[src/rtl/spi_ram_arbiter.sv]
// spi_ram_arbiter: decodes SPI command words and shares one RAM port with a host; SPI has priority.
// Optional SPI address auto-increment is enabled by defining SPI_RAM_ARB_AUTOINC_EN.
module spi_ram_arbiter #(
    parameter int ADDR_WIDTH = 8,
    parameter int DATA_WIDTH = 8
) (
    input  logic                  clk,
    input  logic                  rst_n,
    input  logic [9:0]            spi_rx_data,
    input  logic                  spi_rx_valid,
    output logic [DATA_WIDTH-1:0] spi_tx_data,
    output logic                  spi_tx_valid,
    output logic                  spi_ovf,
    input  logic                  host_req,
    input  logic                  host_we,
    input  logic [ADDR_WIDTH-1:0] host_addr,
    input  logic [DATA_WIDTH-1:0] host_wdata,
    output logic                  host_gnt,
    output logic [DATA_WIDTH-1:0] host_rdata,
    output logic                  host_rvalid,
    output logic                  ram_en,
    output logic                  ram_we,
    output logic [ADDR_WIDTH-1:0] ram_addr,
    output logic [DATA_WIDTH-1:0] ram_wdata,
    input  logic [DATA_WIDTH-1:0] ram_rdata
);
    typedef enum logic [1:0] {IDLE, ACC, RET} state_t;

    state_t                r_state;
    logic                  r_own_spi;
    logic                  r_ram_en;
    logic                  r_ram_we;
    logic [ADDR_WIDTH-1:0] r_ram_addr;
    logic [DATA_WIDTH-1:0] r_ram_wdata;
    logic                  r_host_gnt;
    logic                  r_host_rvalid;
    logic [DATA_WIDTH-1:0] r_tx_data;
    logic                  r_tx_valid;
    logic                  r_ovf;
    logic [ADDR_WIDTH-1:0] r_wr_addr;
    logic [ADDR_WIDTH-1:0] r_rd_addr;
    logic                  r_pend;
    logic                  r_pend_rd;
    logic [ADDR_WIDTH-1:0] r_pend_addr;
    logic [DATA_WIDTH-1:0] r_pend_data;

    logic                  w_data_cmd;
    logic                  w_load_wr;
    logic                  w_load_rd;
    logic                  w_consume;
    logic                  w_inc_wr;
    logic                  w_inc_rd;
    logic [ADDR_WIDTH-1:0] w_payload_addr;

    assign w_data_cmd     = spi_rx_valid && spi_rx_data[8];
    assign w_load_wr      = spi_rx_valid && (spi_rx_data[9:8] == 2'b00);
    assign w_load_rd      = spi_rx_valid && (spi_rx_data[9:8] == 2'b10);
    assign w_consume      = (r_state == IDLE) && r_pend;
    assign w_payload_addr = spi_rx_data[ADDR_WIDTH-1:0];

`ifdef SPI_RAM_ARB_AUTOINC_EN
    assign w_inc_wr = (r_state == ACC) && r_own_spi && r_ram_we;
    assign w_inc_rd = (r_state == ACC) && r_own_spi && !r_ram_we;
`else
    assign w_inc_wr = 1'b0;
    assign w_inc_rd = 1'b0;
`endif

    always_ff @(posedge clk or negedge rst_n) begin
        if (!rst_n) begin
            r_wr_addr <= '0;
            r_rd_addr <= '0;
        end else begin
            r_wr_addr <= w_load_wr ? w_payload_addr : (w_inc_wr ? r_wr_addr + 1'b1 : r_wr_addr);
            r_rd_addr <= w_load_rd ? w_payload_addr : (w_inc_rd ? r_rd_addr + 1'b1 : r_rd_addr);
        end
    end

    // A consume in the same cycle as a new data command is not an overwrite.
    always_ff @(posedge clk or negedge rst_n) begin
        if (!rst_n) begin
            r_pend      <= 1'b0;
            r_pend_rd   <= 1'b0;
            r_pend_addr <= '0;
            r_pend_data <= '0;
            r_ovf       <= 1'b0;
        end else if (w_data_cmd) begin
            r_pend      <= 1'b1;
            r_pend_rd   <= spi_rx_data[9];
            r_pend_addr <= spi_rx_data[9] ? r_rd_addr : r_wr_addr;
            r_pend_data <= spi_rx_data[DATA_WIDTH-1:0];
            if (r_pend && !w_consume)
                r_ovf <= 1'b1;
        end else if (w_consume) begin
            r_pend <= 1'b0;
        end
    end

    always_ff @(posedge clk or negedge rst_n) begin
        if (!rst_n) begin
            r_state       <= IDLE;
            r_own_spi     <= 1'b0;
            r_ram_en      <= 1'b0;
            r_ram_we      <= 1'b0;
            r_ram_addr    <= '0;
            r_ram_wdata   <= '0;
            r_host_gnt    <= 1'b0;
            r_host_rvalid <= 1'b0;
        end else begin
            case (r_state)
                IDLE: begin
                    r_host_rvalid <= 1'b0;
                    if (r_pend) begin
                        r_state     <= ACC;
                        r_own_spi   <= 1'b1;
                        r_ram_en    <= 1'b1;
                        r_ram_we    <= !r_pend_rd;
                        r_ram_addr  <= r_pend_addr;
                        r_ram_wdata <= r_pend_data;
                    end else if (host_req) begin
                        r_state     <= ACC;
                        r_own_spi   <= 1'b0;
                        r_ram_en    <= 1'b1;
                        r_ram_we    <= host_we;
                        r_ram_addr  <= host_addr;
                        r_ram_wdata <= host_wdata;
                        r_host_gnt  <= 1'b1;
                    end
                end
                ACC: begin
                    r_ram_en      <= 1'b0;
                    r_ram_we      <= 1'b0;
                    r_host_gnt    <= 1'b0;
                    r_state       <= r_ram_we ? IDLE : RET;
                    r_host_rvalid <= !r_ram_we && !r_own_spi;
                end
                default: begin
                    r_host_rvalid <= 1'b0;
                    r_state       <= IDLE;
                end
            endcase
        end
    end

    // A read return coinciding with an SPI strobe keeps tx_valid set.
    always_ff @(posedge clk or negedge rst_n) begin
        if (!rst_n) begin
            r_tx_valid <= 1'b0;
            r_tx_data  <= '0;
        end else if (r_state == RET && r_own_spi) begin
            r_tx_valid <= 1'b1;
            r_tx_data  <= ram_rdata;
        end else if (spi_rx_valid) begin
            r_tx_valid <= 1'b0;
        end
    end

    assign spi_tx_data  = r_tx_data;
    assign spi_tx_valid = r_tx_valid;
    assign spi_ovf      = r_ovf;
    assign host_gnt     = r_host_gnt;
    assign host_rvalid  = r_host_rvalid;
    assign host_rdata   = r_host_rvalid ? ram_rdata : '0;
    assign ram_en       = r_ram_en;
    assign ram_we       = r_ram_we;
    assign ram_addr     = r_ram_addr;
    assign ram_wdata    = r_ram_wdata;
endmodule

[config.mk]
export PLATFORM = sky130hd
export DESIGN_NAME = spi_ram_arbiter
export DESIGN_NICKNAME = d
export VERILOG_FILES = /design/src/rtl/spi_ram_arbiter.sv
export SDC_FILE = /design/constraint.sdc
export NUM_CORES = 1
export LEC_CHECK = 0
export ABC_AREA = 1
export CORE_MARGIN = 8
export CORE_UTILIZATION = 48
export DETAILED_ROUTE_END_ITERATION = 10
export PLACE_DENSITY = 0.77
export SLEW_MARGIN = 5
export SYNTH_ARGS = -nofsm -noshare
export SYNTH_HDL_FRONTEND = slang
export SYNTH_SLANG_ARGS = --single-unit
[constraint.sdc]
create_clock -name clk -period 1.36 [get_ports clk]
set_clock_uncertainty 0.1 [all_clocks]
set_input_delay 0.272 -clock clk [delete_from_list [all_inputs] [get_ports clk]]
set_output_delay 0.272 -clock clk [all_outputs]
set_load 0.05 [all_outputs]
Yosys cells after proc, flatten, opt, wreduce, memory -nomap -nowiden
Index checks and enable logic that the tools add are counted.
{"block": "word_totals", "regBits": 67, "output_inout_bits": 38, "elab_cells": 71}
{"block": "classes", "n_eq_ne": 6, "muxes": 27, "n_reduce_logical": 21}
{"op": "8-bit 2-to-1 mux", "n": 8}
{"op": "1-bit 2-to-1 mux", "n": 12}
{"op": "2-bit nonzero test", "n": 4}
{"op": "1-bit logical AND", "n": 7}
{"op": "2-bit 2-to-1 mux", "n": 3}
{"op": "1-bit case mux with 2 select lines", "n": 3}
{"op": "2-bit AND reduction", "n": 3}
{"op": "2-bit == test (second input constant)", "n": 2}
{"op": "1-bit logical NOT", "n": 4}
{"op": "2-bit logical NOT", "n": 2}
{"op": "2-bit inequality test (second input constant)", "n": 2}
{"op": "2-bit case mux with 2 select lines", "n": 1}
{"op": "3-bit inequality test (second input constant)", "n": 1}
{"op": "3-bit AND reduction", "n": 1}
{"op": "2-bit by 1-bit == test with 1-bit output (second input constant)", "n": 1}

Longest topological paths before layout
Gate-level depths: netlist of the first run.
{"block": "depth", "word_depth": 5, "mapped_depth": 6, "mapped_depth_nobuf": 5}

Worst setup path after synthesis of the first run
No wires, ideal clock.
{"block": "synth_timing", "path_kind": "reg-to-output", "startpoint": "register r_host_rvalid (netlist: host_rvalid)", "endpoint": "output port host_rdata[0]", "arrival_ns": 1.258, "setup_slack_ns": -0.270, "path_stages_with_launch": 4, "n_path_buf": 1, "path_cell_list": "dfrtp_1 -> clkbuf_1 -> nand2_1 -> inv_1"}
{"block": "synth_between", "elab_chain_cells": 1}
{"element": "start, declared", "line_no": "36", "text": "logic r_host_rvalid;"}
{"element": "start signal, assigned", "line_no": "135", "text": "r_host_rvalid <= !r_ram_we && !r_own_spi;"}
{"element": "8-bit 2-to-1 mux", "line_no": "163", "text": "assign host_rdata = r_host_rvalid ? ram_rdata : '0;"}
{"element": "end, declared", "line_no": "19", "text": "output logic [DATA_WIDTH-1:0] host_rdata,"}
No other way between the ends.

Worst setup path after layout of the first run
{"block": "layout_timing", "startpoint": "register r_host_rvalid (netlist: host_rvalid)", "endpoint": "output port host_rdata[2]"}
The elaborated chain is that of the path after synthesis.

==> impl_metrics.csv, run 1 <==
group,metric,value,unit
worst_setup_path,crit_arrival,1.22,ns
drt,ant_nets,0,
layout,multi_input_area,1040,sq um
global_routing,grt_util_met3,2.80,%
worst_setup_path,crit_buf_inv,2,
pwr,swShare,41.9,%
pwr,seq_power_share,31.4,%
synthesis,synthCells,364,
synthesis,syn-num-nets,403,
clocking,cts.htree.levels,3,
synthesis,ys.flop_type,"dfrtp_1",
synthesis,synth_top_area_share,57.0,%
drt,routed_wl,7.38,mm
global_routing,grt_usage,17.7,%
worst_setup_path,rr_endpoint,"spi_tx_data[5]$_DFFE_PN0P_",
sta,finalHoldViolations,0,
worst_setup_path,critPathSlowestCell,"dfrtp_2",
synthesis,netlist_top_cells_area,"dfrtp_1 57%, nand2_1 25%, inv_1 4.0%",
global_routing,grt_pass1_vias,2615,
sta,worst_pin_slew,0.305,ns
outcome,violations,"setup timing",
layout,final_core_util,75.7,%
worst_setup_path,critPathTopFamily,"flip-flops",
synthesis,yosysTopAreaCell,"dfrtp_1",
die,die_w,94.3,microns
global_routing,met1_usage,21.3,%
synthesis,ys_ff_latch,67,
pwr,p_switching,4350,uW
layout,diodes,0,
pwr,power,10400,uW
layout,area_growth,52.5,%
layout,drive_gt1_share,19.8,%
min_path,hold_path.class,"in2async",
drt,first_iter_violations,152,
global_routing,grtUsageMet2,30.3,%
drt,drt_first_pass_iters,4,
sta,setup-violations-final,9,
layout,fillers,405,
sta,relSlewSlack,79.6,%
synthesis,ys_warn_count,0,
drt,wire_per_inst,13.8,microns
synthesis,synth.avg_cell_area,8.08,sq um
pwr,power.clock.fraction,15.7,%
clocking,cts.path.max_buffers,2,
worst_setup_path,path_cells,"nand2_1 -> clkinvlp_4 -> buf_12",
drt,route.detailed.drc,0,
worst_setup_path,cp-end-kind,"output pin",
die,core.rowCount,28,
clocking,path_clk_slew,0.06,ns
clocking,tritoncts,"yes",
worst_setup_path,reg2reg_from,"r_state[0]$_DFFE_PN0P_",
worst_setup_path,cp.required,0.99,ns
worst_setup_path,ff2ff_setup_slack,0.11,ns
layout,ff_latch_area,1680,sq um
worst_setup_path,critPathMaxFanout,9,
pwr,combPwrFrac,52.9,%
drt,avgViaCountPerCell,4.84,
synthesis,synth_area,2940,sq um
sta,fmax,0.627,GHz
synthesis,synth_edf_count,0,
drt,via_count,2587,
die,start_util,49.7,%
die,coreArea,5920,sq um
global_routing,busiest_layer,"met2",
worst_setup_path,start_kind,"register",
synthesis,async_flop_share,100,%
global_routing,grt_max_degree,51,
layout,fin_nets,495,
pwr,p_per_area,2320,nW/um^2
die,pin_count,77,
placement,gp_congestion,0.804,
placement,place_hpwl,5.47,mm
placement,port_buffers,76,
clocking,clock_latency,0.34,ns
pwr,ir_drop,0.00185,V
worst_setup_path,ff2ff_path_depth,3,
outcome,status,"finished with violations",
sta,period_minus_slack,1.59,ns
global_routing,antenna_found_initial,0,
worst_setup_path,cpPeakStageDelay,0.47,ns
sta,rsz0062_at_grt,"yes",
clocking,root_buffer,"clkbuf_8",
worst_setup_path,crit_type,"reg2out",
sta,setup_ws,-0.235,ns
die,die_area,8890,sq um
synthesis,seq_area_frac_synth,57.0,%
sta,period_share,117,%
clocking,cts.sinks,67,
pwr,p_leak,0.00228,uW
synthesis,ys_types,23,
clocking,numCtsBuffers,9,
run,maxCapViolCount,0,
pwr,p_int,6040,uW
die,fp.dieH,94.3,microns
global_routing,grt_pass1_wl,12.4,mm
global_routing,grt-ovfl-total,0,
sta,slew_viol_final,0,
==> through the flow <==
step                area, sq um  hold WS (ns)  setup TNS (ns)  setup slack (ns)  cells
floorplan                  2980        -0.124          -0.271           -0.0338    364
global placement           4240        0.0430          -10.05            -0.232    517
detailed placement         4240        0.0429          -11.80            -0.271    517
CTS                        4460         0.240           -1.83            -0.239    534
global route               4480         0.256           -2.24            -0.280    535
finish                     4480         0.241           -1.80            -0.235    535
==> cells by family after synthesis <==
group | share of synthesized area, %
AOI/OAI and AO/OA | 6.72
buffers and inverters | 7.79
DFF | 57.0
and+or+nand+nor | 28.5
==> cells in the final DEF, fill, tap and decap left out, types with 3 or more instances in the layout <==
cell type	synthesis	routed
dfrtp_1	67	66
clkinvlp_4	0	8
clkdlybuf4s50_1	0	37
nor2_1	5	4
nand2_1	199	199
inv_1	31	23
buf_12	0	41
o21ai_0	18	18
clkbuf_8	0	11
o21ai_1	15	15
inv_2	3	3
buf_4	3	14
==> Yosys cell counts (2+ instances only) <==
cell type,count
buf_4,3
inv_1,31
nand2_2,2
buf_2,3
clkbuf_1,2
dfrtp_1,67
inv_2,3
o21ai_0,18
nor2_1,5
o21ai_1,15
nand3_2,2
buf_6,4
nand2_1,199
==> metal layers <==
metal,part of all wire (%),vias to the layer above
met1,43,1216
li1,-,1285
met4,1.7,0
met5,0,-
met2,50,75
met3,5.2,11
==> final cells by class <==
class / count / share of cell area (%)
Timing Repair Buffer: 94 / 29.2
Clock inverter: 2 / 0.781
Inverter: 35 / 3.66
Multi-Input combinational cell: 249 / 23.2
Tap cell: 75 / 2.09
Clock buffer: 13 / 3.54
Sequential cell: 67 / 37.4
==> how the worst max path moves through the flow <==
stage,from,end,slack (ns),cells past startpoint
after CTS,host_rvalid$_DFF_PN0_,host_rdata[2],-0.24,3
after global placement,spi_rx_valid,r_wr_addr[7]$_DFFE_PN0P_,-0.23,5
final,host_rvalid$_DFF_PN0_,host_rdata[2],-0.23,3
after detailed placement,spi_rx_valid,r_wr_addr[3]$_DFFE_PN0P_,-0.27,5
after global routing,host_rvalid$_DFF_PN0_,host_rdata[3],-0.28,3
after floorplan,host_rvalid$_DFF_PN0_,host_rdata[0],-0.03,3
==> power by group through the flow <==
stage                     Combinational, uW  Sequential (uW)  Clock, uW
after floorplan                        1560             4410          0
after global placement                 5280             3260          0
after detailed placement               5380             3290          0
after CTS                              5450             3260       1650
after global routing                   5840             3340       1760
final                                  5500             3270       1630
==> flip-flops by register name, summed over array words and instances, names as in the netlist, 2 cells and up <==
signal       cells
r_rd_addr        8
r_state          2
spi_tx_data      8
r_pend_data      8
r_pend_addr      8
ram_addr         8
ram_wdata        8
r_wr_addr        8
==> timing repair <==
item,4_1_cts,5_1_grt
gates resized for setup,1,1
setup endpoints to repair,10,26
pin swaps,0,1
endpoints found under the hold margin,17,0
setup buffers,1,1
hold buffers,1,0
==> worst reg2reg max path, cell delays in order, from the launching register on <==
cell	delay, ns
dfrtp_1	0.41
inv_1	0.10
nand3_2	0.26
o21ai_0	0.29
No activity file was read; power rests on OpenSTA's default activity.
==> run 2, diff against run 1 <==
==> constraint.sdc (replaced) <==
create_clock -name clk -period 1.36 [get_ports clk]
set_clock_uncertainty 0.1 [all_clocks]
set_input_delay 0.408 -clock clk [delete_from_list [all_inputs] [get_ports clk]]
set_output_delay 0.408 -clock clk [all_outputs]
set_load 0.05 [all_outputs]
==> impl_metrics.csv, run 2 (synthesis results as in run 1) <==
group,metric,value,unit
min_path,hold_path.class,"reg2reg",
clocking,clock_latency,0.33,ns
worst_setup_path,critPathMaxFanout,5,
global_routing,antenna_found_initial,0,
sta,fmax,0.572,GHz
sta,setup-violations-final,38,
global_routing,grt_usage,18.4,%
pwr,combPwrFrac,57.5,%
drt,wire_per_inst,14.7,microns
pwr,power.clock.fraction,12.1,%
drt,first_iter_violations,134,
die,pin_count,77,
worst_setup_path,crit_arrival,1.24,ns
pwr,p_switching,4610,uW
drt,drt_first_pass_iters,4,
drt,avgViaCountPerCell,4.92,
sta,period_minus_slack,1.75,ns
die,die_area,8890,sq um
pwr,p_per_area,2290,nW/um^2
worst_setup_path,path_cells,"buf_12 -> nand2_2 -> clkinvlp_4 -> buf_12",
pwr,power,10700,uW
global_routing,grt_pass1_wl,12.8,mm
clocking,tritoncts,"yes",
pwr,swShare,42.9,%
clocking,cts.htree.levels,3,
sta,slew_viol_final,0,
outcome,status,"finished with violations",
worst_setup_path,crit_top_cell,"buf_12",
worst_setup_path,cpPeakStageDelay,0.43,ns
sta,worst_pin_slew,0.360,ns
global_routing,grt-ovfl-total,0,
worst_setup_path,start_kind,"register",
drt,routed_wl,8.15,mm
clocking,numCtsBuffers,9,
drt,via_count,2726,
worst_setup_path,cp.required,0.85,ns
pwr,p_leak,0.00243,uW
layout,mostFrequentLayoutCell,"nand2_1",
placement,place_hpwl,5.51,mm
worst_setup_path,critPathSlowestCell,"dfrtp_2",
drt,ant_nets,0,
die,fp.dieH,94.3,microns
layout,layout_common_cells,"191 x nand2_1, 66 x dfrtp_1, 42 x buf_12",
clocking,root_buffer,"clkbuf_8",
layout,diodes,0,
worst_setup_path,cp-end-kind,"output pin",
layout,fin_nets,516,
die,start_util,49.7,%
sta,relSlewSlack,76.0,%
sta,finalHoldViolations,0,
drt,route.detailed.drc,0,
clocking,path_clk_slew,0.06,ns
die,core.rowCount,28,
placement,gp_congestion,0.775,
layout,area_growth,59.2,%
pwr,p_int,6130,uW
layout,drive_gt1_share,24.6,%
sta,period_share,128,%
die,die_w,94.3,microns
clocking,cts.path.max_buffers,2,
sta,setup_ws,-0.387,ns
die,coreArea,5920,sq um
placement,post-place-ws,-0.361,ns
sta,rsz0062_at_grt,"yes",
global_routing,grt_pass1_vias,2736,
placement,port_buffers,76,
outcome,violations,"setup timing",
run,maxCapViolCount,0,
layout,final_core_util,79.1,%
worst_setup_path,crit_type,"reg2out",
pwr,seq_power_share,30.4,%
global_routing,grt_max_degree,27,
clocking,cts.sinks,67,
pwr,ir_drop,0.00172,V
-- run 2: cell types whose count changed in the layout (fill, tap and decap cells not counted), sizes merged --
cell	delta
buf	+20
nand2	+1
bufinv	-1
dlygate4sd2	+2
clkbuf	-1
clkdlybuf4s50	-2
-- run 2: final timing paths --
| kind | slack [ns] | cells past startpoint | start | to |
|---|---|---|---|---|
| max in group asynchronous | 0.17 | 3 | rst_n | ram_wdata[3]$_DFFE_PN0P_ |
| min in group asynchronous | 0.48 | 2 | rst_n | r_pend_addr[2]$_DFFE_PN0P_ |
| min reg2reg | 0.39 | 2 | r_pend_data[2]$_DFFE_PN0P_ | r_pend_data[2]$_DFFE_PN0P_ |
| max | -0.39 | 4 | host_rvalid$_DFF_PN0_ | host_rdata[0] |
| min | 0.39 | 2 | r_pend_data[2]$_DFFE_PN0P_ | r_pend_data[2]$_DFFE_PN0P_ |
| max reg2reg | 0.07 | 4 | r_state[1]$_DFFE_PN0P_ | ram_addr[7]$_DFFE_PN0P_ |
-- run 2: worst max-delay path, delay by kind of cell, from the launching register on --
family                 cells  cell delay [ns]
and+or+nand+nor            1             0.07
buffers and inverters      3             0.39
DFF                        1             0.43
-- run 2: layout make-up --
class,instances,area [sq um]
Sequential cell,67,1680
Timing Repair Buffer,114,1490
Fill cell,366,1240
Multi-Input combinational cell,250,1120
Inverter,35,166
Clock buffer,12,135
Tap cell,75,93.8
Clock inverter,1,5.00
-- run 2: stage by stage --
stage | cells | instance area [sq um] | hold slack (ns) | setup TNS [ns]
2_1_floorplan | 364 | 3000 | 0.0124 | -1.23
5_1_grt | 554 | 4680 | 0.405 | -6.08
4_1_cts | 542 | 4550 | 0.390 | -5.11
6_report | 554 | 4680 | 0.391 | -4.89
3_3_place_gp | 516 | 4260 | 0.227 | -17.51
3_5_place_dp | 516 | 4260 | 0.234 | -19.06
-- run 2: power groups by stage --
stage / registers (uW) / logic (uW) / clock network, uW
3_5_place_dp: 3300 / 5370 / 0
6_report: 3270 / 6170 / 1300
3_3_place_gp: 3270 / 5280 / 0
5_1_grt: 3320 / 6550 / 1390
4_1_cts: 3220 / 5840 / 1310
2_1_floorplan: 4410 / 1580 / 0
-- run 2: timing repair --
action,4_1_cts,5_1_grt
endpoints found under the hold margin,10,0
endpoints found under the setup margin,44,51
pin swaps,2,0
resized for setup,10,10
hold buffers,1,0
buffers inserted,12,11
cloned,0,1
-- run 2: per-layer routing --
metal / share of wire, % / wire length (microns) / vias to the layer above / track usage (%)
li1: - / - / 1325 / -
met5: 0 / 0 / - / 0
met4: 2.1 / 170 / 0 / 8.19
met3: 4.8 / 394 / 18 / 3.20
met2: 54 / 4370 / 85 / 34.2
met1: 39 / 3210 / 1298 / 19.7
==> run 3, diff against run 2 <==
--- a/config.mk
+++ b/config.mk
@@ -7,10 +7,10 @@
 export LEC_CHECK = 0
 export ABC_AREA = 1
 export CORE_MARGIN = 8
-export CORE_UTILIZATION = 48
+export CORE_UTILIZATION = 35
 export DETAILED_ROUTE_END_ITERATION = 10
-export PLACE_DENSITY = 0.77
-export SLEW_MARGIN = 5
+export PLACE_DENSITY = 0.59
+export SLEW_MARGIN = 20
 export SYNTH_ARGS = -nofsm -noshare
 export SYNTH_HDL_FRONTEND = slang
 export SYNTH_SLANG_ARGS = --single-unit
==> impl_metrics.csv, run 3 (synthesis results as in run 1) <==
group,metric,value,unit
outcome,status,"finished with violations",
outcome,violations,"setup timing",
placement,place_hpwl,5.35,mm
clocking,numCtsBuffers,9,
pwr,combPwrFrac,55.8,%
worst_setup_path,critPathMaxFanout,2,
global_routing,grt_usage,13.4,%
die,core.rowCount,33,
sta,slew_viol_final,0,
worst_setup_path,crit_type,"in2out",
global_routing,antenna_found_initial,0,
sta,setup-violations-final,38,
drt,first_iter_violations,69,
worst_setup_path,ff2ff_path_depth,6,
pwr,p_int,6460,uW
global_routing,grt-ovfl-total,0,
pwr,p_per_area,2320,nW/um^2
worst_setup_path,cp.required,0.85,ns
layout,area_growth,62.0,%
global_routing,met1_usage,16.6,%
pwr,p_switching,4590,uW
die,die_w,108,microns
min_path,hold_path.class,"in2reg",
worst_setup_path,start_kind,"input port",
clocking,cts.path.max_buffers,2,
pwr,power.clock.fraction,15.1,%
drt,drt_first_pass_iters,4,
layout,fin_nets,512,
global_routing,busiest_layer,"met2",
die,pin_count,77,
pwr,p_leak,0.00247,uW
worst_setup_path,reg2reg_from,"r_state[1]$_DFFE_PN0P_",
worst_setup_path,critPathLaunch,"ram_rdata[7]",
drt,via_count,2580,
clocking,cts.sinks,67,
die,start_util,36.0,%
layout,drive_gt1_share,24.7,%
layout,diodes,0,
sta,period_minus_slack,1.74,ns
global_routing,grtUsageMet2,21.8,%
drt,wire_per_inst,13.1,microns
worst_setup_path,ff2ff_setup_slack,0.13,ns
global_routing,grt_max_degree,68,
sta,rsz0062_at_grt,"yes",
clocking,clock_latency,0.34,ns
sta,setup_ws,-0.383,ns
sta,period_share,128,%
drt,routed_wl,7.63,mm
layout,mostFrequentLayoutCell,"nand2_1",
pwr,seq_power_share,29.1,%
clocking,root_buffer,"clkbuf_8",
global_routing,grt_pass1_wl,12.4,mm
layout,layout_common_cells,"191 x nand2_1, 66 x dfrtp_1, 43 x buf_12",
die,fp.dieH,108,microns
placement,port_buffers,76,
pwr,ir_drop,0.000918,V
drt,ant_nets,0,
layout,final_area,4760,sq um
sta,finalHoldViolations,0,
die,die_area,11600,sq um
placement,dpl_cell_area,4300,sq um
die,coreArea,8180,sq um
drt,avgViaCountPerCell,4.43,
run,maxCapViolCount,0,
worst_setup_path,crit_arrival,1.23,ns
drt,route.detailed.drc,0,
worst_setup_path,cp-end-kind,"output pin",
sta,holdWs,0.304,ns
global_routing,grt_pass1_vias,2648,
global_routing,grt_util_met3,3.29,%
sta,relSlewSlack,76.1,%
worst_setup_path,rr_endpoint,"ram_wdata[1]$_DFFE_PN0P_",
worst_setup_path,cp-endpoint,"host_rdata[7]",
placement,gp_congestion,0.751,
pwr,swShare,41.5,%
sta,worst_pin_slew,0.358,ns
clocking,path_clk_slew,0.07,ns
sta,fmax,0.574,GHz
clocking,tritoncts,"yes",
clocking,cts.htree.levels,3,
run 3: cell count changes in the layout (fill, tap and decap cells not counted), moves of 2 or more:
cell            previous run  this run
clkbuf_1                   3         0
dlygate4sd2_1              2         0
buf_6                      4         6
clkinv_4                   0         2
dlymetal6s2s_1             0         3
buf_4                     29        23
run 3: worst max-delay path, stage by stage:
cell	delay (ns)
clkdlybuf4s50_1	0.47
nand2_4	0.10
clkinvlp_4	0.10
buf_12	0.15
run 3: worst min path at each step:
stage	start	endpoint	slack [ns]	cells after the start
3_5_place_dp	rst_n	r_pend_data[6]$_DFFE_PN0P_	0.36	2
2_1_floorplan	rst_n	host_gnt$_DFFE_PN0P_	0.01	0
3_3_place_gp	rst_n	r_pend_data[5]$_DFFE_PN0P_	0.36	2
4_1_cts	r_pend_addr[5]$_DFFE_PN0P_	r_pend_addr[5]$_DFFE_PN0P_	0.39	2
5_1_grt	ram_rdata[0]	spi_tx_data[0]$_DFFE_PN0P_	0.31	3
6_report	ram_rdata[0]	spi_tx_data[0]$_DFFE_PN0P_	0.30	3
run 3: power groups by stage:
stage                     registers, uW  clock network (uW)  logic [uW]
after floorplan                    4410                   0        1580
after global placement             3280                   0        5520
after detailed placement           3300                   0        5560
after CTS                          3220                1730        6010
after global routing               3290                1800        6540
final                              3220                1670        6160
run 3: timing repair:
| action | 4_1_cts | 5_1_grt |
|---|---|---|
| endpoints found under the setup margin | 47 | 52 |
| hold endpoints to repair | 67 | 0 |
| setup buffers | 10 | 11 |
| pin swaps | 1 | 1 |
| hold buffers | 1 | 0 |
| gates resized for setup | 9 | 9 |
run 3: cell type report:
class / instances / area (sq um)
clock inverters: 6 / 65.1
fillers: 739 / 3410
flip-flops and latches: 67 / 1680
well taps: 105 / 131
multi-input cells: 249 / 1090
repair buffers: 111 / 1490
clock buffers: 10 / 138
inverters: 35 / 164
run 3: through the flow:
step                setup WS, ns  std cells  power [uW]  util [%]  TNS [ns]
global route              -0.420        583       11600      58.3     -6.10
floorplan                 -0.154        364        5990         -     -1.23
finish                    -0.383        583       11100      58.3     -4.99
global placement          -0.347        545        8790      52.6    -18.75
CTS                       -0.383        572       11000      56.9     -5.55
detailed placement        -0.370        545        8860      52.6    -19.59
run 3: routing by layer:
layer / part of all wire (%) / vias up / wire length (microns)
met4: 1.3 / 0 / 98
met5: 0 / - / 0
met3: 5.2 / 9 / 396
met2: 48 / 58 / 3630
li1: - / 1317 / -
met1: 46 / 1196 / 3510
